==> src/rtl/irq_pwm_sequencer_if.sv <==
// AXI4-Lite bus bundle used by irq_pwm_sequencer.
// master modport: address/data/valid outputs and ready/response inputs for the
// sequencer. slave modport: the opposite directions, for a register-slave model.
interface irq_pwm_sequencer_if #(
  parameter int ADDR_WIDTH = 7
);
  logic [ADDR_WIDTH-1:0] m_axi_awaddr;
  logic                  m_axi_awvalid;
  logic                  m_axi_awready;
  logic [31:0]           m_axi_wdata;
  logic [3:0]            m_axi_wstrb;
  logic                  m_axi_wvalid;
  logic                  m_axi_wready;
  logic [1:0]            m_axi_bresp;
  logic                  m_axi_bvalid;
  logic                  m_axi_bready;
  logic [ADDR_WIDTH-1:0] m_axi_araddr;
  logic                  m_axi_arvalid;
  logic                  m_axi_arready;
  logic [31:0]           m_axi_rdata;
  logic [1:0]            m_axi_rresp;
  logic                  m_axi_rvalid;
  logic                  m_axi_rready;

  modport master (
    output m_axi_awaddr, m_axi_awvalid, m_axi_wdata, m_axi_wstrb, m_axi_wvalid,
           m_axi_bready, m_axi_araddr, m_axi_arvalid, m_axi_rready,
    input  m_axi_awready, m_axi_wready, m_axi_bresp, m_axi_bvalid,
           m_axi_arready, m_axi_rdata, m_axi_rresp, m_axi_rvalid
  );

  modport slave (
    input  m_axi_awaddr, m_axi_awvalid, m_axi_wdata, m_axi_wstrb, m_axi_wvalid,
           m_axi_bready, m_axi_araddr, m_axi_arvalid, m_axi_rready,
    output m_axi_awready, m_axi_wready, m_axi_bresp, m_axi_bvalid,
           m_axi_arready, m_axi_rdata, m_axi_rresp, m_axi_rvalid
  );
endinterface

==> src/rtl/irq_pwm_sequencer.sv <==
// irq_pwm_sequencer: CPU-less AXI4-Lite master. After reset it enables the
// interrupt controller (GIE, IER), then for every irq reads ISR, acknowledges
// the read value through IAR and steps the PWM duty register.
// Ports:
//   axi_aclk, axi_aresetn : clock, asynchronous active-low reset
//   en                    : sequencer enable (honoured in IDLE / WAIT_IRQ)
//   irq                   : level interrupt from the controller
//   m_axi                 : AXI4-Lite master bus (interface, master modport)
//   duty                  : last duty value written to the PWM
//   svc_count, spur_count : serviced / spurious interrupt statistics
//   err_resp, err_timeout : sticky bus-error and phase-timeout flags
//   busy                  : high outside IDLE and WAIT_IRQ
module irq_pwm_sequencer #(
  parameter int                    ADDR_WIDTH = 7,
  parameter logic [ADDR_WIDTH-1:0] INTR_BASE  = 7'h40,
  parameter logic [ADDR_WIDTH-1:0] PWM_BASE   = 7'h00,
  parameter logic [31:0]           IER_MASK   = 32'h1,
  parameter logic [7:0]            DUTY_INIT  = 8'h00,
  parameter logic [7:0]            DUTY_STEP  = 8'h10,
  parameter int                    TIMEOUT    = 255
) (
  input  logic                       axi_aclk,
  input  logic                       axi_aresetn,
  input  logic                       en,
  input  logic                       irq,
  irq_pwm_sequencer_if.master        m_axi,
  output logic [7:0]                 duty,
  output logic [15:0]                svc_count,
  output logic [7:0]                 spur_count,
  output logic                       err_resp,
  output logic                       err_timeout,
  output logic                       busy
);

  localparam logic [ADDR_WIDTH-1:0] GIE_ADDR = INTR_BASE;
  localparam logic [ADDR_WIDTH-1:0] IER_ADDR = INTR_BASE + ADDR_WIDTH'(4);
  localparam logic [ADDR_WIDTH-1:0] ISR_ADDR = INTR_BASE + ADDR_WIDTH'(8);
  localparam logic [ADDR_WIDTH-1:0] IAR_ADDR = INTR_BASE + ADDR_WIDTH'(12);
  localparam int                    CW       = $clog2(TIMEOUT + 1);
  localparam logic [CW-1:0]         TMAX     = CW'(TIMEOUT);

  typedef enum logic [2:0] {
    IDLE, INIT_GIE, INIT_IER, WAIT_IRQ, RD_ISR, WR_IAR, WR_PWM
  } state_t;

  state_t        state;
  logic [CW-1:0] tcnt;
  logic          in_write;
  logic          b_done;
  logic          r_done;

  assign busy     = !(state inside {IDLE, WAIT_IRQ});
  assign in_write = state inside {INIT_GIE, INIT_IER, WR_IAR, WR_PWM};
  assign b_done   = m_axi.m_axi_bvalid && m_axi.m_axi_bready;
  assign r_done   = m_axi.m_axi_rvalid && m_axi.m_axi_rready;

  always_ff @(posedge axi_aclk or negedge axi_aresetn) begin
    if (!axi_aresetn) begin
      state               <= IDLE;
      tcnt                <= '0;
      m_axi.m_axi_awaddr  <= '0;
      m_axi.m_axi_awvalid <= 1'b0;
      m_axi.m_axi_wdata   <= '0;
      m_axi.m_axi_wstrb   <= '0;
      m_axi.m_axi_wvalid  <= 1'b0;
      m_axi.m_axi_bready  <= 1'b0;
      m_axi.m_axi_araddr  <= '0;
      m_axi.m_axi_arvalid <= 1'b0;
      m_axi.m_axi_rready  <= 1'b0;
      duty                <= DUTY_INIT;
      svc_count           <= '0;
      spur_count          <= '0;
      err_resp            <= 1'b0;
      err_timeout         <= 1'b0;
    end else begin
      // Phase watchdog: counts only while a bus phase is outstanding; every
      // state transition below reloads it to zero.
      if (busy) begin
        if (tcnt != TMAX) tcnt <= tcnt + CW'(1);
        if (tcnt == TMAX - CW'(1)) err_timeout <= 1'b1;
      end

      // AW and W handshakes retire independently; B may arrive at any time.
      if (in_write) begin
        if (m_axi.m_axi_awvalid && m_axi.m_axi_awready) m_axi.m_axi_awvalid <= 1'b0;
        if (m_axi.m_axi_wvalid && m_axi.m_axi_wready)   m_axi.m_axi_wvalid  <= 1'b0;
        if (b_done && m_axi.m_axi_bresp != 2'b00)        err_resp            <= 1'b1;
      end

      // Assignments below launch the next phase and override the handshake
      // clears above in the same cycle.
      case (state)
        IDLE: begin
          if (en) begin
            state               <= INIT_GIE;
            tcnt                <= '0;
            m_axi.m_axi_awaddr  <= GIE_ADDR;
            m_axi.m_axi_wdata   <= 32'h1;
            m_axi.m_axi_wstrb   <= 4'hF;
            m_axi.m_axi_awvalid <= 1'b1;
            m_axi.m_axi_wvalid  <= 1'b1;
            m_axi.m_axi_bready  <= 1'b1;
          end
        end
        INIT_GIE: begin
          if (b_done) begin
            state               <= INIT_IER;
            tcnt                <= '0;
            m_axi.m_axi_awaddr  <= IER_ADDR;
            m_axi.m_axi_wdata   <= IER_MASK;
            m_axi.m_axi_awvalid <= 1'b1;
            m_axi.m_axi_wvalid  <= 1'b1;
            m_axi.m_axi_bready  <= 1'b1;
          end
        end
        INIT_IER, WR_PWM: begin
          if (b_done) begin
            state               <= WAIT_IRQ;
            tcnt                <= '0;
            m_axi.m_axi_awvalid <= 1'b0;
            m_axi.m_axi_wvalid  <= 1'b0;
            m_axi.m_axi_bready  <= 1'b0;
            m_axi.m_axi_wstrb   <= '0;
            if (state == WR_PWM) begin
              duty      <= duty + DUTY_STEP;
              svc_count <= svc_count + 16'd1;
            end
          end
        end
        WAIT_IRQ: begin
          if (!en) begin
            state <= IDLE;
          end else if (irq) begin
            state               <= RD_ISR;
            tcnt                <= '0;
            m_axi.m_axi_araddr  <= ISR_ADDR;
            m_axi.m_axi_arvalid <= 1'b1;
            m_axi.m_axi_rready  <= 1'b1;
          end
        end
        RD_ISR: begin
          if (m_axi.m_axi_arvalid && m_axi.m_axi_arready) m_axi.m_axi_arvalid <= 1'b0;
          if (r_done) begin
            tcnt                <= '0;
            m_axi.m_axi_arvalid <= 1'b0;
            m_axi.m_axi_rready  <= 1'b0;
            if (m_axi.m_axi_rresp != 2'b00) err_resp <= 1'b1;
            if (m_axi.m_axi_rdata == 32'h0 && spur_count != 8'hFF)
              spur_count <= spur_count + 8'd1;
            if (m_axi.m_axi_rresp != 2'b00 || m_axi.m_axi_rdata == 32'h0) begin
              state <= WAIT_IRQ;
            end else begin
              state               <= WR_IAR;
              m_axi.m_axi_awaddr  <= IAR_ADDR;
              m_axi.m_axi_wdata   <= m_axi.m_axi_rdata;
              m_axi.m_axi_wstrb   <= 4'hF;
              m_axi.m_axi_awvalid <= 1'b1;
              m_axi.m_axi_wvalid  <= 1'b1;
              m_axi.m_axi_bready  <= 1'b1;
            end
          end
        end
        WR_IAR: begin
          if (b_done) begin
            state               <= WR_PWM;
            tcnt                <= '0;
            m_axi.m_axi_awaddr  <= PWM_BASE;
            m_axi.m_axi_wdata   <= {24'h0, duty + DUTY_STEP};
            m_axi.m_axi_awvalid <= 1'b1;
            m_axi.m_axi_wvalid  <= 1'b1;
            m_axi.m_axi_bready  <= 1'b1;
          end
        end
        default: state <= IDLE;
      endcase
    end
  end

endmodule

==> src/flat_wrapper.sv <==
// flat-port wrapper written by rule: the top's interface ports become plain ports
module irq_pwm_sequencer_flat 
#(
  parameter int                    ADDR_WIDTH = 7,
  parameter logic [ADDR_WIDTH-1:0] INTR_BASE  = 7'h40,
  parameter logic [ADDR_WIDTH-1:0] PWM_BASE   = 7'h00,
  parameter logic [31:0]           IER_MASK   = 32'h1,
  parameter logic [7:0]            DUTY_INIT  = 8'h00,
  parameter logic [7:0]            DUTY_STEP  = 8'h10,
  parameter int                    TIMEOUT    = 255
)
  (axi_aclk, axi_aresetn, en, irq, duty, svc_count, spur_count, err_resp, err_timeout, busy, m_axi_m_axi_awaddr, m_axi_m_axi_awvalid, m_axi_m_axi_wdata, m_axi_m_axi_wstrb, m_axi_m_axi_wvalid, m_axi_m_axi_bready, m_axi_m_axi_araddr, m_axi_m_axi_arvalid, m_axi_m_axi_rready, m_axi_m_axi_awready, m_axi_m_axi_wready, m_axi_m_axi_bresp, m_axi_m_axi_bvalid, m_axi_m_axi_arready, m_axi_m_axi_rdata, m_axi_m_axi_rresp, m_axi_m_axi_rvalid);
  irq_pwm_sequencer_if #(.ADDR_WIDTH(ADDR_WIDTH)) m_axi_i ();
  input  logic axi_aclk;
  input  logic axi_aresetn;
  input  logic en;
  input  logic irq;
  output logic [7:0] duty;
  output logic [15:0] svc_count;
  output logic [7:0] spur_count;
  output logic err_resp;
  output logic err_timeout;
  output logic busy;
  output wire logic [$bits(m_axi_i.m_axi_awaddr)-1:0] m_axi_m_axi_awaddr;
  output wire logic [$bits(m_axi_i.m_axi_awvalid)-1:0] m_axi_m_axi_awvalid;
  output wire logic [$bits(m_axi_i.m_axi_wdata)-1:0] m_axi_m_axi_wdata;
  output wire logic [$bits(m_axi_i.m_axi_wstrb)-1:0] m_axi_m_axi_wstrb;
  output wire logic [$bits(m_axi_i.m_axi_wvalid)-1:0] m_axi_m_axi_wvalid;
  output wire logic [$bits(m_axi_i.m_axi_bready)-1:0] m_axi_m_axi_bready;
  output wire logic [$bits(m_axi_i.m_axi_araddr)-1:0] m_axi_m_axi_araddr;
  output wire logic [$bits(m_axi_i.m_axi_arvalid)-1:0] m_axi_m_axi_arvalid;
  output wire logic [$bits(m_axi_i.m_axi_rready)-1:0] m_axi_m_axi_rready;
  input wire logic [$bits(m_axi_i.m_axi_awready)-1:0] m_axi_m_axi_awready;
  input wire logic [$bits(m_axi_i.m_axi_wready)-1:0] m_axi_m_axi_wready;
  input wire logic [$bits(m_axi_i.m_axi_bresp)-1:0] m_axi_m_axi_bresp;
  input wire logic [$bits(m_axi_i.m_axi_bvalid)-1:0] m_axi_m_axi_bvalid;
  input wire logic [$bits(m_axi_i.m_axi_arready)-1:0] m_axi_m_axi_arready;
  input wire logic [$bits(m_axi_i.m_axi_rdata)-1:0] m_axi_m_axi_rdata;
  input wire logic [$bits(m_axi_i.m_axi_rresp)-1:0] m_axi_m_axi_rresp;
  input wire logic [$bits(m_axi_i.m_axi_rvalid)-1:0] m_axi_m_axi_rvalid;
  assign m_axi_m_axi_awaddr = m_axi_i.m_axi_awaddr;
  assign m_axi_m_axi_awvalid = m_axi_i.m_axi_awvalid;
  assign m_axi_m_axi_wdata = m_axi_i.m_axi_wdata;
  assign m_axi_m_axi_wstrb = m_axi_i.m_axi_wstrb;
  assign m_axi_m_axi_wvalid = m_axi_i.m_axi_wvalid;
  assign m_axi_m_axi_bready = m_axi_i.m_axi_bready;
  assign m_axi_m_axi_araddr = m_axi_i.m_axi_araddr;
  assign m_axi_m_axi_arvalid = m_axi_i.m_axi_arvalid;
  assign m_axi_m_axi_rready = m_axi_i.m_axi_rready;
  assign m_axi_i.m_axi_awready = m_axi_m_axi_awready;
  assign m_axi_i.m_axi_wready = m_axi_m_axi_wready;
  assign m_axi_i.m_axi_bresp = m_axi_m_axi_bresp;
  assign m_axi_i.m_axi_bvalid = m_axi_m_axi_bvalid;
  assign m_axi_i.m_axi_arready = m_axi_m_axi_arready;
  assign m_axi_i.m_axi_rdata = m_axi_m_axi_rdata;
  assign m_axi_i.m_axi_rresp = m_axi_m_axi_rresp;
  assign m_axi_i.m_axi_rvalid = m_axi_m_axi_rvalid;
  irq_pwm_sequencer #(.ADDR_WIDTH(ADDR_WIDTH), .INTR_BASE(INTR_BASE), .PWM_BASE(PWM_BASE), .IER_MASK(IER_MASK), .DUTY_INIT(DUTY_INIT), .DUTY_STEP(DUTY_STEP), .TIMEOUT(TIMEOUT)) u_core (.axi_aclk(axi_aclk), .axi_aresetn(axi_aresetn), .en(en), .irq(irq), .m_axi(m_axi_i), .duty(duty), .svc_count(svc_count), .spur_count(spur_count), .err_resp(err_resp), .err_timeout(err_timeout), .busy(busy));
endmodule
==> config.mk <==
export PLATFORM = sky130hd
export DESIGN_NAME = irq_pwm_sequencer_flat
export DESIGN_NICKNAME = d
export VERILOG_FILES = /design/src/rtl/irq_pwm_sequencer_if.sv /design/src/rtl/irq_pwm_sequencer.sv /design/src/flat_wrapper.sv
export SDC_FILE = /design/constraint.sdc
export NUM_CORES = 1
export LEC_CHECK = 0
export BUFFER_PORTS_ARGS = -buffer_cell sky130_fd_sc_hd__buf_2
export CAP_MARGIN = 30
export CELL_PAD_IN_SITES_DETAIL_PLACEMENT = 0
export CELL_PAD_IN_SITES_GLOBAL_PLACEMENT = 2
export CORE_MARGIN = 2
export CORE_UTILIZATION = 33
export DETAILED_ROUTE_END_ITERATION = 10
export MAX_ROUTING_LAYER = met4
export PLACE_DENSITY = 0.86
export RECOVER_POWER = 50
export SLEW_MARGIN = 20
export SYNTH_ARGS = -nofsm -noshare
export SYNTH_HDL_FRONTEND = slang
export SYNTH_SLANG_ARGS = --single-unit
==> constraint.sdc <==
create_clock -name axi_aclk -period 3.9 [get_ports axi_aclk]
set_input_delay 0.78 -clock axi_aclk [delete_from_list [all_inputs] [get_ports axi_aclk]]
set_output_delay 0.78 -clock axi_aclk [all_outputs]
set_load 0.01 [all_outputs]
==> results.json, run 1 <==
{
  "status": "complete, but fails checks",
  "violations": "max-capacitance violations, max-slew violations",
  "start_util": 0.341,
  "gr-usage-met3": 0.0327,
  "routabilityCongestion": 0.769,
  "path_clk_slew_ns": 0.06,
  "cts_resized": 0,
  "busiest_layer": "met2",
  "worst_pin_slew_ns": 2.28,
  "worstSetupPathType": "reg -> out",
  "layout_setup_ws_ns": 1.21,
  "combPwrFrac": 0.285,
  "cp.required_ns": 3.12,
  "skew_ns": 0.00543,
  "r2r_setup_slack_ns": 1.43,
  "finalSetupViolations": 0,
  "fp.dieW_um": 113,
  "cts_buffers": 9,
  "crit_path_max_incr_delay_ns": 0.68,
  "clk_latency_ns": 0.33,
  "firstDrtPassIters": 4,
  "fmax_ghz": 0.371,
  "power.clock.fraction": 0.311,
  "cts_max_level": 3,
  "slew-limit-headroom": -0.519,
  "p_leak_nw": 2.38,
  "cts_sinks": 83,
  "hold_slack_ns": 0.471,
  "min_from": "u_core.err_timeout",
  "syn_inst": 351,
  "grt_max_degree": 45,
  "fin_tns_setup_ns": 0,
  "cp_top_family": "flip-flops",
  "critical_path_buf_inv_count": 2,
  "drc": 0,
  "postCtsHoldBufs": 0,
  "nNetsFinal": 518,
  "final_hold_viol_count": 0,
  "fillCellCount": 1114,
  "cts-root-buf": "clkbuf_16",
  "period_minus_slack_ns": 2.69,
  "crit_fanout": 21,
  "p_per_area_nw_per_um2": 588,
  "post_route_cells_drive_above_1_share": 0.250,
  "die-area_um2": 12700,
  "arrival_ns": 1.91,
  "yosysWarnings": 0,
  "dpl_worst_slack_ns": 1.00,
  "synth_edf_count": 0,
  "grt_use_met1": 0.212,
  "vias_per_cell": 4.92,
  "clockBufferDepth": 2,
  "postCtsSetupBuffers": 0,
  "num_antenna_cells": 0,
  "p_switching_uw": 963,
  "hpwl_um": 6980,
  "path_cells": "xor2_1 -> nor2_1 -> inv_1 -> buf_2",
  "ant_nets": 0,
  "routed_wl_um": 9490,
  "fin_util": 0.422,
  "netlist_area_um2": 3910,
  "maxSlewViolCount": 40,
  "seqPwrFrac": 0.404,
  "crit_path_start": "u_core.state[0]",
  "drtIter0Drc": 139,
  "maxCapViolCount": 1,
  "yosysUniqueCellTypes": 54,
  "use_met2": 0.218,
  "coreArea_um2": 11500,
  "routedWlPerCell_um": 15.4,
  "startpoint_type": "flop",
  "ios": 135,
  "antenna_found_initial": 0,
  "grt_pass1_vias": 2905,
  "synth_seq_cells": 83,
  "ir_drop_uv": 232,
  "area_growth_pct": 23.9,
  "total_power_mw": 2.85,
  "grt_first_pass_wirelength_um": 15000,
  "fin_crit_sh": 0.691,
  "hp-class": "reg -> reg",
  "crit_slowest_cell": "dfrtp_1",
  "synth.avg_cell_area_um2": 11.1,
  "switching_share": 0.338,
  "io_buffers": 121,
  "ys_seq_area_frac": 0.531,
  "grt.total_usage": 0.152,
  "crit_path_end_kind": "output pin",
  "async_reset_ff_frac": 1.00,
  "grt_overflow": 0,
  "rsz0062_at_grt": "no",
  "num_vias": 3024,
  "intPower_mw": 1.89,
  "cts_tree": "yes",
  "yosys_most_used_dff": "dfrtp_1",
  "rows": 39,
  "die_h_um": 113,
  "worstReg2RegStart": "u_core.state[0]"
}
[state kept, by name, indices dropped and copies added, names as in the netlist]
register,flops
u_core.m_axi.m_axi_bready,1
u_core.m_axi.m_axi_wstrb,1
u_core.spur_count,8
u_core.m_axi.m_axi_araddr,1
u_core.err_resp,1
u_core.m_axi.m_axi_wvalid,1
u_core.m_axi.m_axi_awaddr,3
u_core.err_timeout,1
u_core.tcnt,8
u_core.m_axi.m_axi_awvalid,1
u_core.m_axi.m_axi_arvalid,1
u_core.m_axi.m_axi_wdata,32
u_core.svc_count,16
u_core.duty,4
u_core.m_axi.m_axi_rready,1
u_core.state,3
[worst paths after layout]
path	to	cells past startpoint
max	busy	4
min	u_core.err_timeout	1
max reg2reg	u_core.spur_count[1]	4
min reg2reg	u_core.err_timeout	1
max in group asynchronous	u_core.m_axi.m_axi_wdata[17]	1
min in group asynchronous	u_core.spur_count[4]	1
[layer usage]
layer,part of all wire,up-vias
met4,0.018,0
met2,0.47,72
met3,0.045,13
met5,0,-
met1,0.47,1471
li1,-,1468
[final cells by class]
| type | instances | area, µm² | share of cell area |
|---|---|---|---|
| Inverter | 9 | 33.8 | 0.00697 |
| Sequential cell | 83 | 2080 | 0.429 |
| Multi-Input combinational cell | 240 | 1640 | 0.338 |
| Tap cell | 143 | 179 | 0.0369 |
| Clock inverter | 4 | 76.3 | 0.0158 |
| Timing Repair Buffer | 125 | 607 | 0.125 |
| Clock buffer | 11 | 233 | 0.0480 |
[kinds of logic (layout without fill, tap and decap cells)]
| family | Yosys count | count (layout) | synth area share |
|---|---|---|---|
| other | 1 | 13 | 0.000959 |
| and+or+nand+nor | 113 | 113 | 0.160 |
| xor gates and xnor gates | 31 | 31 | 0.0695 |
| AOI/OAI and AO/OA | 66 | 66 | 0.128 |
| DFF | 83 | 83 | 0.531 |
| buffers and inverters | 40 | 149 | 0.0608 |
| adders and majority gates | 5 | 5 | 0.0160 |
| muxes | 12 | 12 | 0.0333 |
[cell usage in the layout, fill, tap and decap left out, types with 8 or more instances in the layout]
cell type	netlist	final
and3_1	8	8
mux2_2	8	8
nand4_1	9	9
nand2_1	26	26
conb_1	1	13
buf_2	4	85
xnor2_1	19	19
nor4_1	10	10
clkbuf_16	0	9
dfrtp_1	83	83
nor2_1	21	21
a22o_1	28	28
inv_1	9	9
o21ai_0	9	9
a21oi_1	8	8
xor2_1	12	12
clkbuf_1	6	39
[synth_stat cells, types with 2 or more instances]
cell type / count / area (µm²)
buf_6: 2 / 22.5
buf_2: 4 / 20.0
or2_2: 2 / 12.5
nor2b_1: 3 / 18.8
nand3_1: 5 / 25.0
o21ai_0: 9 / 45.0
and4_1: 3 / 26.3
nand2_1: 26 / 97.6
a21oi_1: 8 / 40.0
xnor2_1: 19 / 166
clkbuf_1: 6 / 22.5
or3_1: 2 / 12.5
nor4_1: 10 / 62.6
and3_1: 8 / 50.1
a22o_1: 28 / 245
ha_1: 5 / 62.6
inv_1: 9 / 33.8
mux2i_1: 4 / 40.0
buf_4: 18 / 135
and2_1: 4 / 25.0
mux2_2: 8 / 90.1
nand4_1: 9 / 56.3
a21o_1: 3 / 22.5
dfrtp_1: 83 / 2080
nor3_1: 7 / 35.0
xor2_1: 12 / 105
nor2_1: 21 / 78.8
nand2b_1: 3 / 18.8
a211oi_1: 4 / 30.0
o211ai_1: 2 / 15.0
[metrics by stage]
stage / instances / instance area (µm²)
after CTS: 615 / 4900
after global placement: 599 / 4560
after global routing: 615 / 4840
final: 615 / 4840
after detailed placement: 600 / 4590
after floorplan: 363 / 3950
[power groups by stage]
| stage | logic, mW | clock network (mW) | registers (mW) |
|---|---|---|---|
| 6_report | 0.812 | 0.886 | 1.15 |
| 5_1_grt | 0.907 | 0.952 | 1.18 |
| 4_1_cts | 0.847 | 0.913 | 1.15 |
| 3_5_place_dp | 0.843 | 0 | 1.16 |
| 3_3_place_gp | 0.835 | 0 | 1.16 |
| 2_1_floorplan | 0.580 | 0 | 1.15 |
Note: power is estimated with default switching activity, not from simulation.
==> run 2: changes to the inputs <==
Settings changed: CORE_UTILIZATION 33 to 31, PLACE_DENSITY 0.86 to 0.81.
Clock period 3.9 ns to 2.8 ns, I/O delays scaled along.
==> run 2 against run 1 <==
  * The flow now finishes without violations
  * Count of clock-buffer cells in the layout unchanged
  * Sequential share of layout area shrank 0.69 points
  * Critical path depth did not move
  * Core utilization is 2.8 points lower
  * Register-to-register slack got worse by 0.77 ns
  * Critical endpoint unchanged
  * Design area grew 1.6%
  * Clock power is 46% higher
  * Sequential power rose by 38%
==> results.json, run 2 (same netlist as run 1, synthesis figures left out) <==
{
  "hold_slack_ns": 0.388,
  "skew_ns": 0.00755,
  "worst_pin_slew_ns": 1.04,
  "final_common_cell": "dfrtp_1",
  "status": "complete, no violations",
  "fin_crit_sh": 0.864,
  "startpoint_type": "flop",
  "cts_tree": "yes",
  "clockBufferDepth": 2,
  "fmax_ghz": 0.413,
  "vias_per_cell": 4.71,
  "die-area_um2": 13500,
  "crit_fanout": 15,
  "fp.dieW_um": 116,
  "routedWlPerCell_um": 14.5,
  "total_power_mw": 4.05,
  "fin_util": 0.395,
  "multiInputGateArea_um2": 1640,
  "largest_registers": "u_core.m_axi.m_axi_wdata (32), u_core.svc_count (16)",
  "grt_pass1_vias": 2806,
  "antenna_found_initial": 0,
  "drc": 0,
  "routed_wl_um": 9440,
  "hp-class": "in -> async",
  "path_clk_slew_ns": 0.06,
  "fin_tns_setup_ns": 0,
  "grt_overflow": 0,
  "postPlaceCellArea_um2": 4660,
  "grt_max_degree": 44,
  "num_antenna_cells": 0,
  "final_hold_viol_count": 0,
  "regMostFlops": "u_core.m_axi.m_axi_wdata",
  "routabilityCongestion": 0.811,
  "area_growth_pct": 26.0,
  "worstSetupPathType": "reg -> out",
  "start_util": 0.314,
  "regArea_um2": 2080,
  "io_buffers": 121,
  "cts_resized": 0,
  "cts-root-buf": "clkbuf_16",
  "cts_max_level": 3,
  "ant_nets": 0,
  "firstDrtPassIters": 4,
  "final_cell_mix": "dfrtp_1, buf_2, clkbuf_1",
  "postCtsHoldBufs": 0,
  "nNetsFinal": 524,
  "crit_path_end_kind": "output pin",
  "rsz0062_at_grt": "no",
  "largest_reg_flops": 32,
  "p_leak_nw": 2.40,
  "die_h_um": 116,
  "cts_buffers": 9,
  "post_route_cells_drive_above_1_share": 0.261,
  "period_minus_slack_ns": 2.42,
  "fillCellCount": 1300,
  "num_vias": 3066,
  "maxCapViolCount": 0,
  "cp.required_ns": 2.24,
  "arrival_ns": 1.86,
  "coreArea_um2": 12500,
  "grt.total_usage": 0.143,
  "cts_sinks": 83,
  "clk_latency_ns": 0.33,
  "hpwl_um": 7200,
  "p_per_area_nw_per_um2": 823,
  "rows": 41,
  "ir_drop_uv": 339,
  "maxSlewViolCount": 0,
  "slew-limit-headroom": 0.304,
  "grt_first_pass_wirelength_um": 14600,
  "ios": 135,
  "drtIter0Drc": 115,
  "postCtsSetupBuffers": 0,
  "stdcell_area_um2": 4920,
  "finalSetupViolations": 0
}
[run 2: cell types whose count changed in the layout (fill, tap and decap cells not counted)]
cell	change
inv_6	+1
buf_2	-3
clkbuf_2	+2
buf_4	+7
clkbuf_8	+1
buf_16	-1
[run 2: layout make-up]
type                            instances  share of cell area
Sequential cell                        83               0.422
Multi-Input combinational cell        240               0.333
Timing Repair Buffer                  131               0.128
Clock buffer                           11              0.0493
Tap cell                              172              0.0437
Clock inverter                          5              0.0173
Inverter                                9             0.00686
[run 2: power breakdown]
part	internal, mW	leakage [nW]	switching [mW]
clock network	0.811	0.156	0.477
logic	0.492	1.14	0.686
registers	1.38	1.11	0.201
total	2.69	2.40	1.37
[run 2: critical path, stage by stage (launching register included)]
cell	delay, ns
dfrtp_1	0.65
xor2_1	0.21
nor2_1	0.32
inv_1	0.18
buf_2	0.18
[run 2: final timing paths]
| path | from | to | slack [ns] | cells past startpoint |
|---|---|---|---|---|
| setup / recovery | u_core.state[0] | busy | 0.38 | 4 |
| hold / removal | axi_aresetn | u_core.spur_count[2] | 0.39 | 1 |
| setup reg to reg | u_core.state[2] | u_core.spur_count[1] | 0.66 | 4 |
| hold reg to reg | u_core.err_timeout | u_core.err_timeout | 0.47 | 1 |
| max in group asynchronous | axi_aresetn | u_core.svc_count[2] | 0.81 | 2 |
| min in group axi_aclk | m_axi_m_axi_rdata[16] | u_core.m_axi.m_axi_wdata[16] | 0.46 | 2 |
[run 2: per-layer routing]
metal / routed length [µm] / global-route usage / vias to the layer above
met5: 0 / - / -
met4: 183 / 0.0516 / 0
met3: 369 / 0.0296 / 11
met2: 4580 / 0.212 / 73
met1: 4310 / 0.194 / 1506
li1: - / - / 1476
[run 2: stage by stage]
stage	std cells	setup slack [ns]
after floorplan	363	0.596
after global placement	635	0.356
after detailed placement	635	0.273
after CTS	651	0.368
after global routing	651	0.186
final	651	0.380
==> run 3: changes to the inputs <==
Settings changed: BUFFER_PORTS_ARGS -buffer_cell sky130_fd_sc_hd__buf_2 to default, CORE_UTILIZATION 31 to 39, DONT_BUFFER_PORTS from default to 1, PLACE_DENSITY 0.81 to 0.9.
==> run 3 against run 2 <==
  * The flow now finishes with violations (max-capacitance violations, max-slew violations)
  * Final cell count is 25% lower
  * Largest cell class unchanged
  * Total power is 13% lower
  * Count of clock-buffer cells in the layout is 2 lower
  * Via count is 14% lower
  * Core utilization increased by 3.6 points
  * Sequential power rose by 7%
  * Die area decreased by 20%
  * Global-route usage increased by 2.7 points
  * Clock power down 30%
  * Worst hold slack got worse by 0.049 ns
  * Sequential cell count stayed put
  * Fmax increased by 6.2%
==> results.json, run 3 (same netlist as run 1, synthesis figures left out) <==
{
  "status": "complete, but fails checks",
  "violations": "max-capacitance violations, max-slew violations",
  "clockBufferDepth": 2,
  "crit_fanout": 12,
  "p_switching_mw": 1.32,
  "ios": 135,
  "grt.total_usage": 0.170,
  "combPwrFrac": 0.258,
  "intPower_mw": 2.19,
  "grt_overflow": 0,
  "clk_latency_ns": 0.35,
  "final_cell_mix": "dfrtp_1, a22o_1, nand2_1",
  "cp.required_ns": 2.24,
  "hpwl_um": 6250,
  "rsz0062_at_grt": "no",
  "cts_tree": "yes",
  "fin_util": 0.431,
  "p_leak_nw": 1.93,
  "vias_per_cell": 5.37,
  "fin_crit_sh": 0.814,
  "skew_ns": 0.00798,
  "area_growth_pct": 7.33,
  "arrival_ns": 1.72,
  "io_buffers": 0,
  "fillCellCount": 989,
  "grt_pass1_vias": 2709,
  "cts-root-buf": "clkbuf_8",
  "post_route_cells_drive_above_1_share": 0.120,
  "slew-limit-headroom": -0.376,
  "dpl_worst_slack_ns": 0.364,
  "p_per_area_nw_per_um2": 836,
  "hp-class": "in -> reg",
  "power.clock.fraction": 0.258,
  "crit_path_max_incr_delay_ns": 0.44,
  "fin_tns_setup_ns": 0,
  "cts_sinks": 83,
  "routabilityCongestion": 0.787,
  "rows": 36,
  "firstDrtPassIters": 4,
  "switching_share": 0.377,
  "holdPathStages": 1,
  "cts_buffers": 9,
  "worst_pin_slew_ns": 2.06,
  "crit_path_end_kind": "output pin",
  "postCtsHoldBufs": 1,
  "path_clk_slew_ns": 0.09,
  "maxCapViolCount": 1,
  "hold_slack_ns": 0.339,
  "period_minus_slack_ns": 2.28,
  "grt_max_degree": 84,
  "ant_nets": 0,
  "fp.dieW_um": 104,
  "grt_first_pass_wirelength_um": 14200,
  "maxSlewViolCount": 84,
  "drtIter0Drc": 99,
  "coreArea_um2": 9730,
  "routedWlPerCell_um": 17.5,
  "cts_max_level": 3,
  "startpoint_type": "flop",
  "fmax_ghz": 0.439,
  "finalSetupViolations": 0,
  "drc": 0,
  "path_cells": "buf_4 -> xor2_1 -> nor2_1 -> inv_1",
  "final_hold_viol_count": 0,
  "nNetsFinal": 403,
  "worstSetupPathType": "reg -> out",
  "crit_slowest_cell": "dfrtp_1",
  "postCtsSetupBuffers": 0,
  "die-area_um2": 10800,
  "largest_registers": "u_core.m_axi.m_axi_wdata (32), u_core.svc_count (16)",
  "num_antenna_cells": 0,
  "largest_reg_flops": 32,
  "reg2reg_depth": 4,
  "start_util": 0.402,
  "routed_wl_um": 8610,
  "ir_drop_uv": 358,
  "cts_resized": 0,
  "antenna_found_initial": 0,
  "die_h_um": 104,
  "regMostFlops": "u_core.m_axi.m_axi_wdata",
  "seqPwrFrac": 0.484,
  "layout_setup_ws_ns": 0.521,
  "num_vias": 2639,
  "final_common_cell": "dfrtp_1"
}
run 3: changes by cell type in the layout (fill, tap and decap cells not counted):
cell | before | now
buf_2 | 82 | 0
clkbuf_16 | 9 | 0
clkinvlp_4 | 1 | 2
inv_8 | 0 | 1
clkbuf_1 | 39 | 0
clkbuf_2 | 2 | 1
bufinv_16 | 2 | 1
inv_6 | 1 | 2
clkbuf_8 | 1 | 9
run 3: layout make-up:
class                      instances  area [µm²]  area share
clock buffer                       9         124      0.0295
timing repair buffer              10        72.6      0.0173
sequential                        83        2080       0.495
multi-input combinational        240        1640       0.391
tap                              133         166      0.0397
clock inverter                     7        82.6      0.0197
inverter                           9        33.8     0.00805
run 3: through the flow:
stage	instance area, µm²	cells	power (mW)
floorplan	3950	363	2.41
global placement	3980	474	2.59
detailed placement	3980	474	2.61
CTS	4220	491	3.56
global route	4200	491	3.78
finish	4200	491	3.51
run 3: routing by layer:
metal	vias to the layer above	GRT usage	wire length, µm
met3	12	0.0570	702
met1	1294	0.230	3850
li1	1239	-	-
met2	94	0.237	3910
met4	0	0.0647	149
met5	-	-	0
run 3: power by group through the flow:
| stage | clock network (mW) | logic [mW] | registers (mW) |
|---|---|---|---|
| 2_1_floorplan | 0 | 0.808 | 1.60 |
| 3_3_place_gp | 0 | 0.875 | 1.72 |
| 3_5_place_dp | 0 | 0.885 | 1.72 |
| 4_1_cts | 0.940 | 0.917 | 1.70 |
| 5_1_grt | 1.01 | 1.03 | 1.73 |
| 6_report | 0.906 | 0.904 | 1.70 |
run 3: critical path, delay by kind of cell, from the launching register on:
kind,cells,cell delay (ns)
xor gates and xnor gates,1,0.20
and+or+nand+nor,1,0.31
buffers and inverters,2,0.42
DFF,1,0.44
run 3: path summary, 6_finish.rpt:
check	startpoint	to	slack (ns)
hold reg to reg	u_core.svc_count[15]	u_core.svc_count[15]	0.54
setup / recovery	u_core.state[1]	busy	0.52
max in group asynchronous	axi_aresetn	u_core.svc_count[2]	0.79
min in group asynchronous	axi_aresetn	u_core.tcnt[1]	0.76
setup reg to reg	u_core.state[2]	u_core.spur_count[1]	0.65
hold / removal	m_axi_m_axi_rdata[28]	u_core.m_axi.m_axi_wdata[28]	0.34
